**config.mk**
```make
export PLATFORM = sky130hd
export DESIGN_NAME = bchecc_enc_ctrl_flat
export DESIGN_NICKNAME = d
export VERILOG_FILES = /design/src/rtl/bchecc_pkg.sv /design/src/rtl/bchecc_enc_ctrl_if.sv /design/src/rtl/bchecc_modgenpoly.sv /design/src/rtl/bchecc_enc_ctrl.sv /design/src/flat_wrapper.sv
export SDC_FILE = /design/constraint.sdc
export NUM_CORES = 2
export LEC_CHECK = 0
export CORE_MARGIN = 5
export CORE_UTILIZATION = 30
export DETAILED_ROUTE_END_ITERATION = 10
export PLACE_DENSITY = 0.58
export SYNTH_ARGS = -nofsm -noshare
export SYNTH_HDL_FRONTEND = slang
export SYNTH_SLANG_ARGS = --single-unit
```
**constraint.sdc**
```tcl
create_clock -name clk -period 3.6 [get_ports clk]
set_input_delay 0.54 -clock clk [delete_from_list [all_inputs] [get_ports clk]]
set_output_delay 0.54 -clock clk [all_outputs]
set_load 0.01 [all_outputs]
```
**src/rtl/bchecc_pkg.sv**
```systemverilog
// Shared definitions for the BCH encoder controller.
//   PAR_W     : parity register width in bits
//   PAR_BYTES : parity bytes emitted per codeword (ceil(PAR_W/8))
//   LEN_W     : width of the message-length field (bytes)
//   state_t   : controller state encoding (IDLE/ENC/PAR)
//   par_byte  : selects parity byte k of the zero-padded parity register
package bchecc_pkg;

  localparam int unsigned PAR_W     = 195;
  localparam int unsigned PAR_BYTES = 25;
  localparam int unsigned LEN_W     = 11;
  localparam int unsigned K_W       = $clog2(PAR_BYTES);
  localparam int unsigned PAD_W     = PAR_BYTES * 8;

  typedef enum logic [1:0] {
    ST_IDLE = 2'd0,
    ST_ENC  = 2'd1,
    ST_PAR  = 2'd2
  } state_t;

  // Byte 0 is ecc[7:0]; bits above PAR_W in the last byte read as zero.
  function automatic logic [7:0] par_byte(input logic [PAR_W-1:0] ecc,
                                          input logic [K_W-1:0]   k);
    logic [PAD_W-1:0] ext;
    ext = '0;
    ext[PAR_W-1:0] = ecc;
    ext = ext >> {k, 3'b000};
    return ext[7:0];
  endfunction

endpackage

```
**src/rtl/bchecc_enc_ctrl_if.sv**
```systemverilog
// Handshake/bus bundle for bchecc_enc_ctrl.
//   start_i/msg_len_i/gen_poly_i : codeword setup from the source
//   data_i/data_vld_i/data_rdy_o : message byte stream (source -> encoder)
//   par_o/par_vld_o/par_rdy_i    : parity byte stream (encoder -> sink)
//   busy_o/done_o                : status
// master = source/sink side, slave = encoder side.
interface bchecc_enc_ctrl_if;
  import bchecc_pkg::*;

  logic             start_i;
  logic [LEN_W-1:0] msg_len_i;
  logic [PAR_W-1:0] gen_poly_i;
  logic [7:0]       data_i;
  logic             data_vld_i;
  logic             data_rdy_o;
  logic [7:0]       par_o;
  logic             par_vld_o;
  logic             par_rdy_i;
  logic             busy_o;
  logic             done_o;

  modport master (
    output start_i, msg_len_i, gen_poly_i, data_i, data_vld_i, par_rdy_i,
    input  data_rdy_o, par_o, par_vld_o, busy_o, done_o
  );

  modport slave (
    input  start_i, msg_len_i, gen_poly_i, data_i, data_vld_i, par_rdy_i,
    output data_rdy_o, par_o, par_vld_o, busy_o, done_o
  );

endinterface

```
**src/rtl/bchecc_modgenpoly.sv**
```systemverilog
// One bit-serial step of the BCH parity LFSR (purely combinational).
//   d        : input message bit
//   r        : current parity register
//   gen_poly : generator polynomial
//   r_next   : parity register after shifting in d
module bchecc_modgenpoly #(
  parameter int unsigned PAR_W = 195
) (
  input  logic             d,
  input  logic [PAR_W-1:0] r,
  input  logic [PAR_W-1:0] gen_poly,
  output logic [PAR_W-1:0] r_next
);

  logic c;

  assign c      = d ^ r[0];
  assign r_next = ({PAR_W{c}} & gen_poly) ^ {1'b0, r[PAR_W-1:1]};

endmodule

```
**src/rtl/bchecc_enc_ctrl.sv**
```systemverilog
// BCH encoder controller: accepts msg_len message bytes, folds each byte
// into the parity register with eight cascaded LFSR steps in one cycle,
// then streams the PAR_BYTES parity bytes out LSB-byte first.
//   clk, rst_n : clock (rising edge), asynchronous active-low reset
//   bus        : bchecc_enc_ctrl_if.slave (setup, data in, parity out, status)
module bchecc_enc_ctrl (
  input  logic               clk,
  input  logic               rst_n,
  bchecc_enc_ctrl_if.slave   bus
);
  import bchecc_pkg::*;

  state_t           state_q, state_d;
  logic [PAR_W-1:0] ecc_q, ecc_d;
  logic [LEN_W-1:0] cnt_q, cnt_d;
  logic [LEN_W-1:0] len_q, len_d;
  logic [K_W-1:0]   k_q, k_d;
  logic             done_q, done_d;

  // Byte-wide update: data_i[0] enters the chain first.
  logic [PAR_W-1:0] chain [0:8];

  assign chain[0] = ecc_q;

  for (genvar i = 0; i < 8; i++) begin : g_step
    bchecc_modgenpoly #(
      .PAR_W (PAR_W)
    ) u_step (
      .d        (bus.data_i[i]),
      .r        (chain[i]),
      .gen_poly (bus.gen_poly_i),
      .r_next   (chain[i+1])
    );
  end

  always_ff @(posedge clk or negedge rst_n) begin
    if (!rst_n) begin
      state_q <= ST_IDLE;
      ecc_q   <= '0;
      cnt_q   <= '0;
      len_q   <= '0;
      k_q     <= '0;
      done_q  <= 1'b0;
    end else begin
      state_q <= state_d;
      ecc_q   <= ecc_d;
      cnt_q   <= cnt_d;
      len_q   <= len_d;
      k_q     <= k_d;
      done_q  <= done_d;
    end
  end

  always_comb begin
    state_d = state_q;
    ecc_d   = ecc_q;
    cnt_d   = cnt_q;
    len_d   = len_q;
    k_d     = k_q;
    done_d  = 1'b0;

    unique case (state_q)
      ST_IDLE: begin
        if (bus.start_i) begin
          ecc_d   = '0;
          len_d   = bus.msg_len_i;
          cnt_d   = '0;
          k_d     = '0;
          state_d = (bus.msg_len_i == '0) ? ST_PAR : ST_ENC;
        end
      end
      ST_ENC: begin
        // data_rdy_o is constant 1 here, so data_vld_i alone marks a transfer.
        if (bus.data_vld_i) begin
          ecc_d = chain[8];
          cnt_d = cnt_q + LEN_W'(1);
          if (cnt_q == len_q - LEN_W'(1)) begin
            state_d = ST_PAR;
          end
        end
      end
      ST_PAR: begin
        if (bus.par_rdy_i) begin
          if (k_q == K_W'(PAR_BYTES - 1)) begin
            k_d     = '0;
            done_d  = 1'b1;
            state_d = ST_IDLE;
          end else begin
            k_d = k_q + K_W'(1);
          end
        end
      end
      default: begin
        state_d = ST_IDLE;
      end
    endcase
  end

  assign bus.data_rdy_o = (state_q == ST_ENC);
  assign bus.par_vld_o  = (state_q == ST_PAR);
  assign bus.par_o      = (state_q == ST_PAR) ? par_byte(ecc_q, k_q) : '0;
  assign bus.busy_o     = (state_q != ST_IDLE);
  assign bus.done_o     = done_q;

endmodule
```
**src/flat_wrapper.sv**
```systemverilog
// flat-port wrapper written by rule: the top's interface ports become plain ports
module bchecc_enc_ctrl_flat import bchecc_pkg::*;
  (clk, rst_n, bus_start_i, bus_msg_len_i, bus_gen_poly_i, bus_data_i, bus_data_vld_i, bus_par_rdy_i, bus_data_rdy_o, bus_par_o, bus_par_vld_o, bus_busy_o, bus_done_o);
  bchecc_enc_ctrl_if bus_i ();
  input  logic clk;
  input  logic rst_n;
  input wire logic [$bits(bus_i.start_i)-1:0] bus_start_i;
  input wire logic [$bits(bus_i.msg_len_i)-1:0] bus_msg_len_i;
  input wire logic [$bits(bus_i.gen_poly_i)-1:0] bus_gen_poly_i;
  input wire logic [$bits(bus_i.data_i)-1:0] bus_data_i;
  input wire logic [$bits(bus_i.data_vld_i)-1:0] bus_data_vld_i;
  input wire logic [$bits(bus_i.par_rdy_i)-1:0] bus_par_rdy_i;
  output wire logic [$bits(bus_i.data_rdy_o)-1:0] bus_data_rdy_o;
  output wire logic [$bits(bus_i.par_o)-1:0] bus_par_o;
  output wire logic [$bits(bus_i.par_vld_o)-1:0] bus_par_vld_o;
  output wire logic [$bits(bus_i.busy_o)-1:0] bus_busy_o;
  output wire logic [$bits(bus_i.done_o)-1:0] bus_done_o;
  assign bus_i.start_i = bus_start_i;
  assign bus_i.msg_len_i = bus_msg_len_i;
  assign bus_i.gen_poly_i = bus_gen_poly_i;
  assign bus_i.data_i = bus_data_i;
  assign bus_i.data_vld_i = bus_data_vld_i;
  assign bus_i.par_rdy_i = bus_par_rdy_i;
  assign bus_data_rdy_o = bus_i.data_rdy_o;
  assign bus_par_o = bus_i.par_o;
  assign bus_par_vld_o = bus_i.par_vld_o;
  assign bus_busy_o = bus_i.busy_o;
  assign bus_done_o = bus_i.done_o;
  bchecc_enc_ctrl u_core (.clk(clk), .rst_n(rst_n), .bus(bus_i));
endmodule
```
==> impl_metrics.csv <==
group,metric,value,unit
outcome,status,"finished, violations left",
outcome,violations,"negative setup slack",
worst_setup_path,crit_fanout,8,
synth,syn_area_per_cell,8.04,sq um
die,io-pin-count,231,
timing,fmax,244,MHz
timing,rsz0062_at_grt,"yes",
global_routing,grt_max_degree,196,
hold_path,hp-class,"in2async",
clocking,cts_buffer_depth,3,
timing,tightest_slew,1.12,ns
timing,worst_hold_slack,0.516,ns
synth,netlist_instances,4311,
worst_setup_path,cp.arrival,4.54,ns
synth,synth_edf_count,0,
detailed_routing,drc_errors,0,
flow_run,drv_cap,0,
die,die_area,123000,sq um
cells_and_area,final_common_cell,"nand2_1",
synth,yosysWarningCount,0,
clocking,cts_sinks,225,
timing,maxSlewHeadroom,25.3,%
worst_setup_path,ff2ff_path_depth,16,
detailed_routing,drt-total-wl,125,mm
timing,setup_violations,199,
die,core_area,115000,sq um
clocking,path_clk_slew,0.06,ns
synth,async_flop_share,100,%
detailed_routing,wire_per_inst,20.6,microns
synth,ys_types,67,
die,rows,124,
detailed_routing,avgViaCountPerCell,4.99,
global_routing,grt_pass1_wl,190,mm
synth,ys_seq_area_share,16.2,%
worst_setup_path,endpoint_kind,"flip-flop",
synth,ys_ff_latch,225,
global_routing,grtUsageTotal,19.8,%
worst_setup_path,cp_common_cell,"buf_12",
timing,fin_skew,0.0262,ns
detailed_routing,num_vias,30300,
placement,preCtsSetupSlack,-1.07,ns
cells_and_area,final_cell_mix,"nand2_1 (1,548), xnor2_1 (1,154), buf_4 (284)",
timing,hold_violations,0,
worst_setup_path,cpPeakStageDelay,0.53,ns
clocking,cts_buffers,31,
detailed_routing,postRouteAntennaNets,0,
detailed_routing,first_pass_iters,6,
cells_and_area,synthToLayoutAreaGrowth,27.2,%
synth,synth_nets,4534,
clocking,cts_tree,"yes",
cells_and_area,drive_above_1_share,17.9,%
clocking,htree_levels,1,
global_routing,antenna_found_initial,17,
global_routing,gr-total-overflow,0,
clocking,clock_latency,0.61,ns
worst_setup_path,crit_required,4.05,ns
timing,report.final.slew_viol_count,0,
worst_setup_path,path_class,"reg2reg",
cells_and_area,nets,4746,
timing,post-route-period-util,114,%
die,die_x,350,microns
global_routing,grt_pass1_vias,29600,
clocking,clock-root-buffer,"clkbuf_16",
cells_and_area,fin_area,44100,sq um
timing,fin_ws,-0.491,ns
cells_and_area,n_fill_cell,11400,
placement,dp_hpwl,88.2,mm
cells_and_area,instances_no_fill,6071,
worst_setup_path,path_delay_family,"XOR/XNOR gates",
placement,gp_congestion,0.868,
detailed_routing,drt_iter0_drc,2879,
placement,placed_cells,5930,
synth,ys.flop_type,"dfrtp_1",
worst_setup_path,crit_slowest_cell,"xnor3_4",
die,initial_core_util,30.2,%
timing,period_needed,4.09,ns
die,fp.dieH,350,microns
worst_setup_path,cp.buffers_inverters,4,
placement,portBuffers,230,
worst_setup_path,cp.depth,16,
synth,synth.cell_area,34700,sq um
worst_setup_path,startpoint_type,"flip-flop",
worst_setup_path,crit_path_cell_trace,"xnor2_4 -> xnor2_2 -> nor4_2 -> a311oi_2 -> nand3_1 -> xnor3_4 -> and3_4 -> a2111o_1 -> nor3_4 -> buf_12 -> buf_16 -> buf_12 -> buf_12 -> o31ai_2 -> xnor2_1 -> o21ai_1",
placement,place_area,40900,sq um
[Yosys cell counts (3+ instances only)]
master	n	share of area (%)
xor2_1	24	0.61
dfrtp_1	225	16
buf_4	72	1.6
xnor2_1	1164	29
or2_2	3	0.054
or3_1	3	0.054
and3_1	7	0.13
nor4_1	6	0.11
mux4_2	56	3.6
nand2_1	1558	17
inv_1	12	0.13
o21ai_0	17	0.25
a21oi_1	11	0.16
o31ai_2	145	5.2
buf_2	111	1.6
nand3_1	17	0.25
nor2b_1	7	0.13
mux2_2	16	0.52
buf_6	27	0.88
clkbuf_2	37	0.53
xnor3_1	197	13
buf_1	21	0.23
mux2i_1	5	0.14
o21ai_1	195	2.8
a211oi_1	3	0.065
a22oi_1	6	0.13
clkbuf_1	204	2.2
ha_1	4	0.14
nor2_1	39	0.42
o31ai_1	50	1.1
nand4_1	8	0.14
nor3_1	13	0.19
and2_1	3	0.054
[state kept, by name, indices dropped and copies added, names as in the netlist]
signal,count
u_core.state_q,2
u_core.ecc_q,195
u_core.len_q,11
u_core.cnt_q,11
u_core.k_q,5
u_core.bus.done_o,1
[cells by family after synthesis]
family,after synthesis,synth area share [%]
buf+inv,486,7.16
flops,225,16.2
fa+ha+maj,4,0.144
xor+xnor,1389,43.0
mux,77,4.30
compound gates,457,10.5
simple gates,1673,18.6
[what timing repair did]
| action | in CTS | in global routing |
|---|---|---|
| cloned | 17 | 8 |
| hold endpoints to repair | 0 | 1 |
| buffers inserted | 32 | 24 |
| setup endpoints to repair | 203 | 203 |
| pin swaps | 73 | 51 |
| gates resized for setup | 145 | 86 |
| hold buffers | 0 | 1 |
[through the flow]
step	utilization, %	TNS [ns]
after floorplan	-	-11.97
after global placement	35.7	-175.01
after detailed placement	35.7	-182.41
after CTS	37.8	-56.69
after global routing	38.5	-105.03
final	38.5	-73.28
[worst register-to-register path: stages, from the launching register on]
cell      delay (ns)
dfrtp_2         0.48
xnor2_4         0.33
xnor2_2         0.20
nor4_2          0.07
a311oi_2        0.29
nand3_1         0.16
xnor3_4         0.53
and3_4          0.23
a2111o_1        0.39
nor3_4          0.21
buf_12          0.18
buf_16          0.16
buf_12          0.15
buf_12          0.15
o31ai_2         0.09
xnor2_1         0.21
o21ai_1         0.09
[area by class of cell]
| class | instances | area [sq um] | share of cell area [%] |
|---|---|---|---|
| Clock buffer | 36 | 815 | 1.85 |
| Multi-Input combinational cell | 3600 | 28200 | 63.8 |
| Tap cell | 1512 | 1890 | 4.29 |
| Antenna cell | 11 | 27.5 | 0.0624 |
| Sequential cell | 225 | 5640 | 12.8 |
| Timing Repair Buffer | 651 | 7180 | 16.3 |
| Inverter | 14 | 52.6 | 0.119 |
| Clock inverter | 22 | 347 | 0.785 |
[worst paths after layout]
check                           slack [ns]                 to             start
min in group clk                      0.53   u_core.len_q[10]  u_core.len_q[10]
worst min register to register        0.53   u_core.len_q[10]  u_core.len_q[10]
worst min-delay path                  0.52   u_core.ecc_q[89]             rst_n
max in group asynchronous             2.22      u_core.k_q[0]             rst_n
worst max register to register       -0.49  u_core.ecc_q[164]   u_core.ecc_q[2]
worst max-delay path                 -0.49  u_core.ecc_q[164]   u_core.ecc_q[2]
[layer usage]
layer	vias up	track usage [%]	part of all wire, %
li1	14200	-	-
met1	14900	27.6	44
met4	8	3.70	2.2
met3	143	3.28	6.9
met5	-	0	0.042
met2	985	32.5	47
Power is left out: the tool's default activity adds up to more than one toggle a clock period on the data nets, which glitch-free logic cannot reach.
